**src/rtl/siso_pkg.sv**
```systemverilog
// Shared SISO decoder definitions: metric-buffer sequencer states and the
// default word width / block depth used by the alpha, beta and LIFO units.
package siso_pkg;

  localparam int SISO_DWIDTH = 16;
  localparam int SISO_DEPTH  = 256;

  typedef enum logic [1:0] {
    IDLE  = 2'd0,
    FILL  = 2'd1,
    DRAIN = 2'd2
  } lifo_state_e;

endpackage

```
**src/rtl/custom_ram.sv**
```systemverilog
// Simple dual-port RAM: one synchronous write port, one read port with a
// registered (1-cycle) output. Contents are never reset.
module custom_ram #(
  parameter  int DWIDTH = 16,
  parameter  int DEPTH  = 256,
  localparam int AW     = $clog2(DEPTH)
) (
  input  logic              clk,
  input  logic              wr_en,
  input  logic [AW-1:0]     wr_addr,
  input  logic [DWIDTH-1:0] wr_data,
  input  logic [AW-1:0]     rd_addr,
  output logic [DWIDTH-1:0] rd_data
);

  logic [DWIDTH-1:0] mem [DEPTH];

  always_ff @(posedge clk) begin
    if (wr_en) begin
      mem[wr_addr] <= wr_data;
    end
    rd_data <= mem[rd_addr];
  end

endmodule

```
**src/rtl/alpha_lifo_ctrl.sv**
```systemverilog
// Metric-buffer sequencer: stores one block of forward metrics in arrival order
// and replays it newest-first for the backward recursion.
//
// state | meaning
// IDLE  | waiting for start; length checked here
// FILL  | accepting s_* beats, writing address wcnt
// DRAIN | reading L-1 down to 0 onto m_*
module alpha_lifo_ctrl
  import siso_pkg::*;
#(
  parameter  int DWIDTH = SISO_DWIDTH,
  parameter  int DEPTH  = SISO_DEPTH,
  localparam int AW     = $clog2(DEPTH)
) (
  input  logic              aclk,
  input  logic              areset,
  input  logic              start,
  input  logic [AW:0]       blk_len,
  output logic              busy,
  output logic              done,
  output logic              err,
  input  logic              s_valid,
  output logic              s_ready,
  input  logic [DWIDTH-1:0] s_data,
  output logic              m_valid,
  input  logic              m_ready,
  output logic [DWIDTH-1:0] m_data,
  output logic              m_last
);

  localparam logic [AW:0] DEPTH_W = (AW+1)'(DEPTH);
  localparam logic [AW:0] ONE_W   = (AW+1)'(1);

  lifo_state_e state_q, state_d;
  logic [AW:0] len_q, len_d;
  logic [AW:0] wcnt_q, wcnt_d;
  logic [AW:0] rd_addr_q, rd_addr_d;
  logic        m_valid_q, m_valid_d;
  logic        done_q, done_d;
  logic        err_q, err_d;
  logic [AW:0] len_m1;
  logic        len_ok;
  logic        wr_beat;

  assign len_m1  = len_q - ONE_W;
  assign len_ok  = (blk_len != '0) && (blk_len <= DEPTH_W);
  assign s_ready = (state_q == FILL);
  assign wr_beat = s_valid & s_ready;
  assign busy    = (state_q != IDLE);
  assign done    = done_q;
  assign err     = err_q;
  assign m_valid = m_valid_q;
  // rd_addr_q names the word currently on m_data; it reaches address 0 last.
  assign m_last  = m_valid_q & (rd_addr_q == '0);

  always_comb begin
    state_d   = state_q;
    len_d     = len_q;
    wcnt_d    = wcnt_q;
    rd_addr_d = rd_addr_q;
    m_valid_d = m_valid_q;
    done_d    = 1'b0;
    err_d     = 1'b0;
    case (state_q)
      IDLE: begin
        if (start) begin
          if (len_ok) begin
            len_d   = blk_len;
            wcnt_d  = '0;
            state_d = FILL;
          end else begin
            err_d = 1'b1;
          end
        end
      end
      FILL: begin
        if (wr_beat) begin
          wcnt_d = wcnt_q + ONE_W;
          if (wcnt_q == len_m1) begin
            wcnt_d    = '0;
            rd_addr_d = len_m1;
            state_d   = DRAIN;
          end
        end
      end
      DRAIN: begin
        if (!m_valid_q) begin
          m_valid_d = 1'b1;
        end else if (m_ready) begin
          if (rd_addr_q == '0) begin
            m_valid_d = 1'b0;
            done_d    = 1'b1;
            state_d   = IDLE;
          end else begin
            rd_addr_d = rd_addr_q - ONE_W;
          end
        end
      end
      default: state_d = IDLE;
    endcase
  end

  always_ff @(posedge aclk or posedge areset) begin
    if (areset) begin
      state_q   <= IDLE;
      len_q     <= '0;
      wcnt_q    <= '0;
      rd_addr_q <= '0;
      m_valid_q <= 1'b0;
      done_q    <= 1'b0;
      err_q     <= 1'b0;
    end else begin
      state_q   <= state_d;
      len_q     <= len_d;
      wcnt_q    <= wcnt_d;
      rd_addr_q <= rd_addr_d;
      m_valid_q <= m_valid_d;
      done_q    <= done_d;
      err_q     <= err_d;
    end
  end

  // Reading the next-address value keeps m_data stable on a stall and
  // bubble-free when m_ready stays high.
  custom_ram #(
    .DWIDTH (DWIDTH),
    .DEPTH  (DEPTH)
  ) u_ram (
    .clk     (aclk),
    .wr_en   (wr_beat),
    .wr_addr (wcnt_q[AW-1:0]),
    .wr_data (s_data),
    .rd_addr (rd_addr_d[AW-1:0]),
    .rd_data (m_data)
  );

endmodule

```
**config.mk**
```make
export PLATFORM = sky130hd
export DESIGN_NAME = alpha_lifo_ctrl
export DESIGN_NICKNAME = d
export VERILOG_FILES = /design/src/rtl/siso_pkg.sv /design/src/rtl/custom_ram.sv /design/src/rtl/alpha_lifo_ctrl.sv
export SDC_FILE = /design/constraint.sdc
export NUM_CORES = 2
export LEC_CHECK = 0
export ABC_AREA = 1
export CAP_MARGIN = 40
export CORE_ASPECT_RATIO = 0.6
export CORE_UTILIZATION = 43
export DETAILED_ROUTE_END_ITERATION = 6
export SYNTH_ARGS = -nofsm -noshare
export SYNTH_HDL_FRONTEND = slang
export SYNTH_HIERARCHICAL = 1
export SYNTH_SLANG_ARGS = --single-unit
```
**constraint.sdc**
```tcl
create_clock -name aclk -period 3.8 [get_ports aclk]
set_input_delay 0.38 -clock aclk [delete_from_list [all_inputs] [get_ports aclk]]
set_output_delay 0.38 -clock aclk [all_outputs]
set_load 0.005 [all_outputs]
```
# Word level (Yosys, flattened, before mapping)
# Memory sizes are Yosys's and may differ from the RTL's. A register that Yosys moved wholly into a read port is not among the register bits.
# Index checks and enable logic that the tools add are counted.
[word_totals]
ff_bits = 32
latchBits = 0
ramBits = 4096
mem_bits_ro = 0
elab_cells = 68
mem_count = 1
[classes]
n_addsub = 3
n_mul = 0
n_div = 0
n_lt_le_gt_ge = 1
n_eq_ne = 11
n_shift = 0
mux = 31
n_bitwise = 2
n_reduce_logical = 11
[memory_table]
columns = ["memory", "words", "word_bits", "rd", "rd_ports_with_merged_regs", "write_ports", "line_no", "rtl"]
rows = [
  ["u_ram.mem", 256, 16, 1, 1, 1, "custom_ram.sv:16", "logic [DWIDTH-1:0] mem [DEPTH];"],
]
[ops]
columns = ["operator", "count"]
rows = [
  ["$mux W9", 9],
  ["$pmux W9 S2", 2],
  ["$sub A9 B1 Y9 const B", 2],
  ["$mux W2", 7],
  ["$mux W1", 12],
  ["$ne A2 B2 Y1 const B", 6],
  ["$add A9 B1 Y9 const B", 1],
  ["$eq A9 B9 Y1", 1],
  ["$le A9 B9 Y1 const B", 1],
  ["$logic_not A9 Y1", 1],
  ["$reduce_bool A9 Y1", 1],
  ["$reduce_and A7 Y1", 1],
  ["$pmux W2 S3", 1],
  ["$reduce_and A6 Y1", 1],
  ["$reduce_bool A2 Y1", 3],
  ["$ne A2 B1 Y1 const B", 2],
  ["$reduce_and A4 Y1", 1],
  ["$reduce_and A3 Y1", 1],
  ["$and A1 B1 Y1", 2],
  ["$eq A2 B1 Y1 const B", 1],
  ["$eq A2 B2 Y1 const B", 1],
  ["$logic_not A2 Y1", 1],
  ["$logic_and A1 B1 Y1", 1],
]

# Logic depth before layout (Yosys ltp)
[depth]
ltp_word = 5
depth_mapped = 31
ltp_nobuf = 26

# Hierarchy
# Netlist, hierarchy kept.
[modules_own_cells]
columns = ["module", "n_inst", "cells_each", "area_each_um2", "seq_area_each_um2"]
rows = [
  ["custom_ram", 1, 13617, 165706.4, 123318.3],
  ["alpha_lifo_ctrl", 1, 369, 2434.8, 800.8],
]

# Least setup slack after synthesis
# OpenSTA, ideal clock, no wires.
[synth_path]
path_type = "reg2reg"
startpoint = "register len_q[0]"
endpoint = "register u_ram.rd_data[11] (read register of u_ram.mem)"
setup_ps = 113
arrival_ps = 3076
required_ps = 3687
setup_slack_ps = 612
path_stages_with_launch = 32
n_path_buf = 5
period_less_slack_ps = 3188
path_cell_list = "dfrtp_1 -> inv_1 -> ha_1 -> buf_2 -> inv_1 -> nand2_1 -> nand3_1 -> nand2_1 -> nor2_2 -> nand2_1 -> nor2_2 -> nand2_2 -> nor2_8 -> nand3_4 -> nand2_1 -> nand3_1 -> a21oi_2 -> buf_6 -> inv_4 -> buf_6 -> buf_4 -> buf_4 -> nand2_1 -> nand3_1 -> nand3_1 -> nand3_1 -> nand3_1 -> nand3_1 -> nand3_1 -> nand2_1 -> nand2_1 -> nand2_1"
[synth_between]
elab_chain_len = 5
[synth_rtl]
columns = ["element", "line_no", "rtl"]
rows = [
  ["start: declaration", "alpha_lifo_ctrl.sv:35", "logic [AW:0] len_q, len_d;"],
  ["start signal: assignment", "alpha_lifo_ctrl.sv:114", "len_q <= len_d;"],
  ["$sub A9 B1 Y9 *", "alpha_lifo_ctrl.sv:45", "assign len_m1 = len_q - ONE_W;"],
  ["$eq A9 B9 Y1", "alpha_lifo_ctrl.sv:79", "if (wcnt_q == len_m1) begin"],
  ["$mux W9 *", "alpha_lifo_ctrl.sv:79", ""],
  ["$mux W9 *", "alpha_lifo_ctrl.sv:77", "if (wr_beat) begin"],
  ["$pmux W9 S2 *", "alpha_lifo_ctrl.sv:64", "case (state_q)"],
  ["via rd_addr_d[0]", "alpha_lifo_ctrl.sv:37", "logic [AW:0] rd_addr_q, rd_addr_d;"],
  ["end: declaration", "custom_ram.sv:13", "output logic [DWIDTH-1:0] rd_data"],
]
# The timed path passes the listed nets; every way through them passes the cells marked *. The select of a mux whose other input is x is not followed.
# A chain may end at the register's enable or synchronous reset.

# Worst setup path in the final report
[layout_path]
startpoint = "register len_q[0]"
endpoint = "register u_ram.rd_data[4] (read register of u_ram.mem)"
# Same word-level chain as after synthesis.

==> impl_metrics.py <==
metrics = {
    "outcome": {
        "outcome": "complete, but fails checks",
        "failed_checks": "setup timing",
    },
    "critical_path": {
        "path_common_cell": "nand2_1",
        "regToRegSetupSlack_ps": -420,
        "worstSetupPathType": "flip-flop to flip-flop",
        "crit_family": "simple AND/OR/NAND/NOR gates",
        "critPathBufInv": 9,
        "crit_arrival_ps": 5070,
        "crit_slowest_cell": "dfrtp_1",
        "rr_endpoint": "u_ram/rd_data[4]",
        "cpPeakStageDelay_ps": 390,
        "startpoint_type": "flip-flop",
        "reg2reg_depth": 32,
        "crit_fanout": 10,
        "r2r_start": "len_q[0]",
        "end_kind": "flip-flop",
        "cp.required_ps": 4650,
    },
    "global_routing": {
        "grt_usage_pct": 27.1,
        "antenna_found_initial": 21,
        "grt_max_degree": 102,
        "grt_overflow": 0,
        "grt_pass1_wl_um": 783000,
        "grt_pass1_vias": 106774,
    },
    "yosys": {
        "yosysTopAreaCellShare_pct": 73.2,
        "yosys.cell_types.count": 37,
        "synth_nets": 14022,
        "syn_area_mm2": 0.168,
        "syn_area_per_cell_um2": 12.0,
        "yosysWarnings": 6,
        "synthTopCellsByArea": "edfxtp_1 73%, nand3_1 12%, nand2_1 9.6%, buf_2 1.5%, buf_4 0.73%",
        "synth_cells": 13986,
        "synth.ff_latch_count": 4144,
        "ys_seq_area_share_pct": 73.8,
        "synth_top_area_cell": "edfxtp_1",
    },
    "timing": {
        "slew_violations": 0,
        "fin_setup_tns_ps": -5480,
        "tightestPinTransition_ps": 1040,
        "finalWorstSetupSlack_ps": -416,
        "fin_crit_ps": 4220,
        "final-setup-viol-count": 16,
        "rsz0062_at_grt": "yes",
        "hold_viol_final": 0,
        "fmax_mhz": 237,
        "min_period_over_period_pct": 111,
        "relSlewSlack_pct": 30.7,
        "skew_ps": 60.9,
    },
    "drt": {
        "drtPass1Iterations": 7,
        "remaining_drc_errors": 0,
        "drt_wl_total_um": 557000,
        "drt_iter0_markers": 19091,
        "vias": 118115,
        "detail-route-antenna-nets": 0,
        "viasPerCell": 5.78,
        "wire_per_inst_um": 27.2,
    },
    "min_path": {
        "min-delay-start": "blk_len[8]",
        "hold_end": "len_q[8]",
        "min_path_type": "input pin to flip-flop",
        "hold_depth": 3,
    },
    "die": {
        "rows": 177,
        "ioPinCount": 52,
        "die-width_um": 809,
        "die-area_mm2": 0.394,
        "start_util_pct": 43.3,
        "placeableCoreArea_mm2": 0.388,
        "fp.dieH_um": 486,
    },
    "cts": {
        "cts_root_buf": "clkbuf_16",
        "clk_path_buf_depth": 4,
        "htree_levels": 5,
        "cts.sinks": 4144,
        "clkLatencyLatePin_ps": 970,
        "cts_tree": "built",
        "clk_pin_slew_worst_paths_ps": 70,
        "numCtsBuffers": 380,
    },
    "flow_run": {
        "maxCapViolCount": 0,
    },
    "layout": {
        "drive_gt1_share_pct": 16.4,
        "final_util_pct": 51.8,
        "area_delta_synth_final_pct": 19.8,
        "final_cells": 20448,
        "layout.nets": 14963,
        "fill_cells": 32904,
    },
    "placed_design": {
        "gp_congestion": 0.915,
        "placed_cells": 19597,
        "portBuffers": 51,
        "dp_hpwl_um": 344000,
    },
}
[worst min-delay path: cells and delay by family]
family	cells	cell delay (ps)
AO/OA/AOI/OAI	1	90
buffers and inverters	2	490
[worst max-delay path by stage]
stage / startpoint / endpoint / slack (ps) / cells past startpoint
2_1_floorplan: len_q[0] / u_ram/rd_data[11] / 610 / 31
3_3_place_gp: len_q[0] / u_ram/rd_data[0] / -940 / 29
3_5_place_dp: len_q[0] / u_ram/rd_data[0] / -920 / 27
4_1_cts: len_q[0] / u_ram/rd_data[5] / -420 / 30
5_1_grt: len_q[0] / u_ram/rd_data[11] / -600 / 31
6_report: len_q[0] / u_ram/rd_data[4] / -420 / 32
[synth_stat cells (all sizes together)]
| cell | count |
|---|---|
| nand4 | 16 |
| o21ai | 22 |
| nor4 | 1 |
| nand3 | 4076 |
| buf | 786 |
| nand2 | 4311 |
| clkinv | 2 |
| nor2 | 328 |
| o22ai | 1 |
| dfxtp | 16 |
| a21oi | 17 |
| inv | 106 |
| edfxtp | 4096 |
| ha | 6 |
| clkbuf | 157 |
| o21bai | 1 |
| nor3 | 4 |
| xor2 | 7 |
| dfrtp | 32 |
| o211ai | 1 |
[routing by layer]
layer  wire (um)  global-route usage [%]  vias to the layer above  part of all wire, %
met5         287                   0.461                        -                0.052
met4       15000                    7.01                        6                  2.7
met3       82500                    8.59                      780                   15
met2      221000                    35.9                     7536                   40
met1      238000                    42.6                    58029                   43
li1            -                       -                    51764                    -
[registers in the layout, indices dropped and copies added, names as in the netlist]
register,count
m_valid,1
rd_addr_q,9
done,1
err,1
state_q,2
wcnt_q,9
len_q,9
u_ram/rd_data,16
u_ram/mem,4096
[area by class of cell]
type                    count  area, um^2  area share [%]
clock inverters           230        2170            1.08
clock buffers             467       10100            4.99
inverters                 108         468           0.232
repair buffers           1500       16800            8.32
diodes                     15        37.5          0.0186
multi-input cells        8791       41200            20.5
well taps                5191        6490            3.22
flip-flops and latches   4144      124000            61.6
repair inverters            2        50.0          0.0249
[kinds of logic after synthesis]
group	count (synthesis)	synth area share, %
AND/OR/NAND/NOR	8736	22.6
XOR/XNOR	7	0.0365
flip-flops	4144	73.8
AO/OA/AOI/OAI	42	0.149
buffers and inverters	1051	3.34
adder cells (fa/ha/maj)	6	0.0446
[timing repair]
| action | CTS | global route |
|---|---|---|
| hold endpoints to repair | 487 | 0 |
| gates cloned | 14 | 38 |
| pin swaps | 21 | 64 |
| setup endpoints to repair | 16 | 16 |
| buffers inserted | 21 | 46 |
| hold buffers | 24 | 0 |
| resized for setup | 322 | 411 |
[layout by cell type, fill, tap and decap left out, types with 3 or more instances in the layout]
| master | Yosys | final |
|---|---|---|
| buf_6 | 54 | 72 |
| nand2_4 | 0 | 9 |
| buf_16 | 0 | 43 |
| a21oi_4 | 0 | 6 |
| bufinv_16 | 0 | 37 |
| inv_6 | 0 | 13 |
| dfxtp_1 | 16 | 16 |
| nor3_1 | 4 | 4 |
| clkbuf_8 | 0 | 5 |
| clkinv_2 | 0 | 79 |
| diode_2 | 0 | 15 |
| buf_8 | 1 | 40 |
| dlygate4sd3_1 | 0 | 24 |
| clkinv_1 | 2 | 75 |
| clkbuf_1 | 156 | 74 |
| o21ai_0 | 20 | 20 |
| nand4_1 | 16 | 16 |
| xor2_1 | 7 | 7 |
| clkinv_8 | 0 | 3 |
| buf_4 | 163 | 991 |
| inv_1 | 101 | 98 |
| a21oi_1 | 10 | 10 |
| nor2_4 | 1 | 3 |
| clkdlybuf4s50_1 | 0 | 35 |
| nand2_1 | 4303 | 4254 |
| buf_12 | 1 | 258 |
| dfrtp_1 | 32 | 32 |
| clkbuf_16 | 0 | 420 |
| inv_16 | 0 | 5 |
| bufbuf_16 | 0 | 5 |
| edfxtp_1 | 4096 | 4096 |
| ha_1 | 6 | 5 |
| nor2_2 | 6 | 31 |
| nand2_2 | 8 | 48 |
| nand3_1 | 4074 | 3683 |
| inv_2 | 3 | 3 |
| nor2_1 | 320 | 293 |
| nand3_4 | 1 | 77 |
| clkinvlp_4 | 0 | 21 |
| nand3_2 | 1 | 316 |
[through the flow]
stage	cell area, um^2	setup WS, ps	hold WS, ps
6_report	201000	-416	59.6
5_1_grt	201000	-598	56.7
2_1_floorplan	168000	612	466
3_5_place_dp	183000	-925	500
4_1_cts	198000	-423	9.10
3_3_place_gp	183000	-944	501
Power is left out: the tool's default activity adds up to more than one toggle a clock period on the data nets, which glitch-free logic cannot reach.
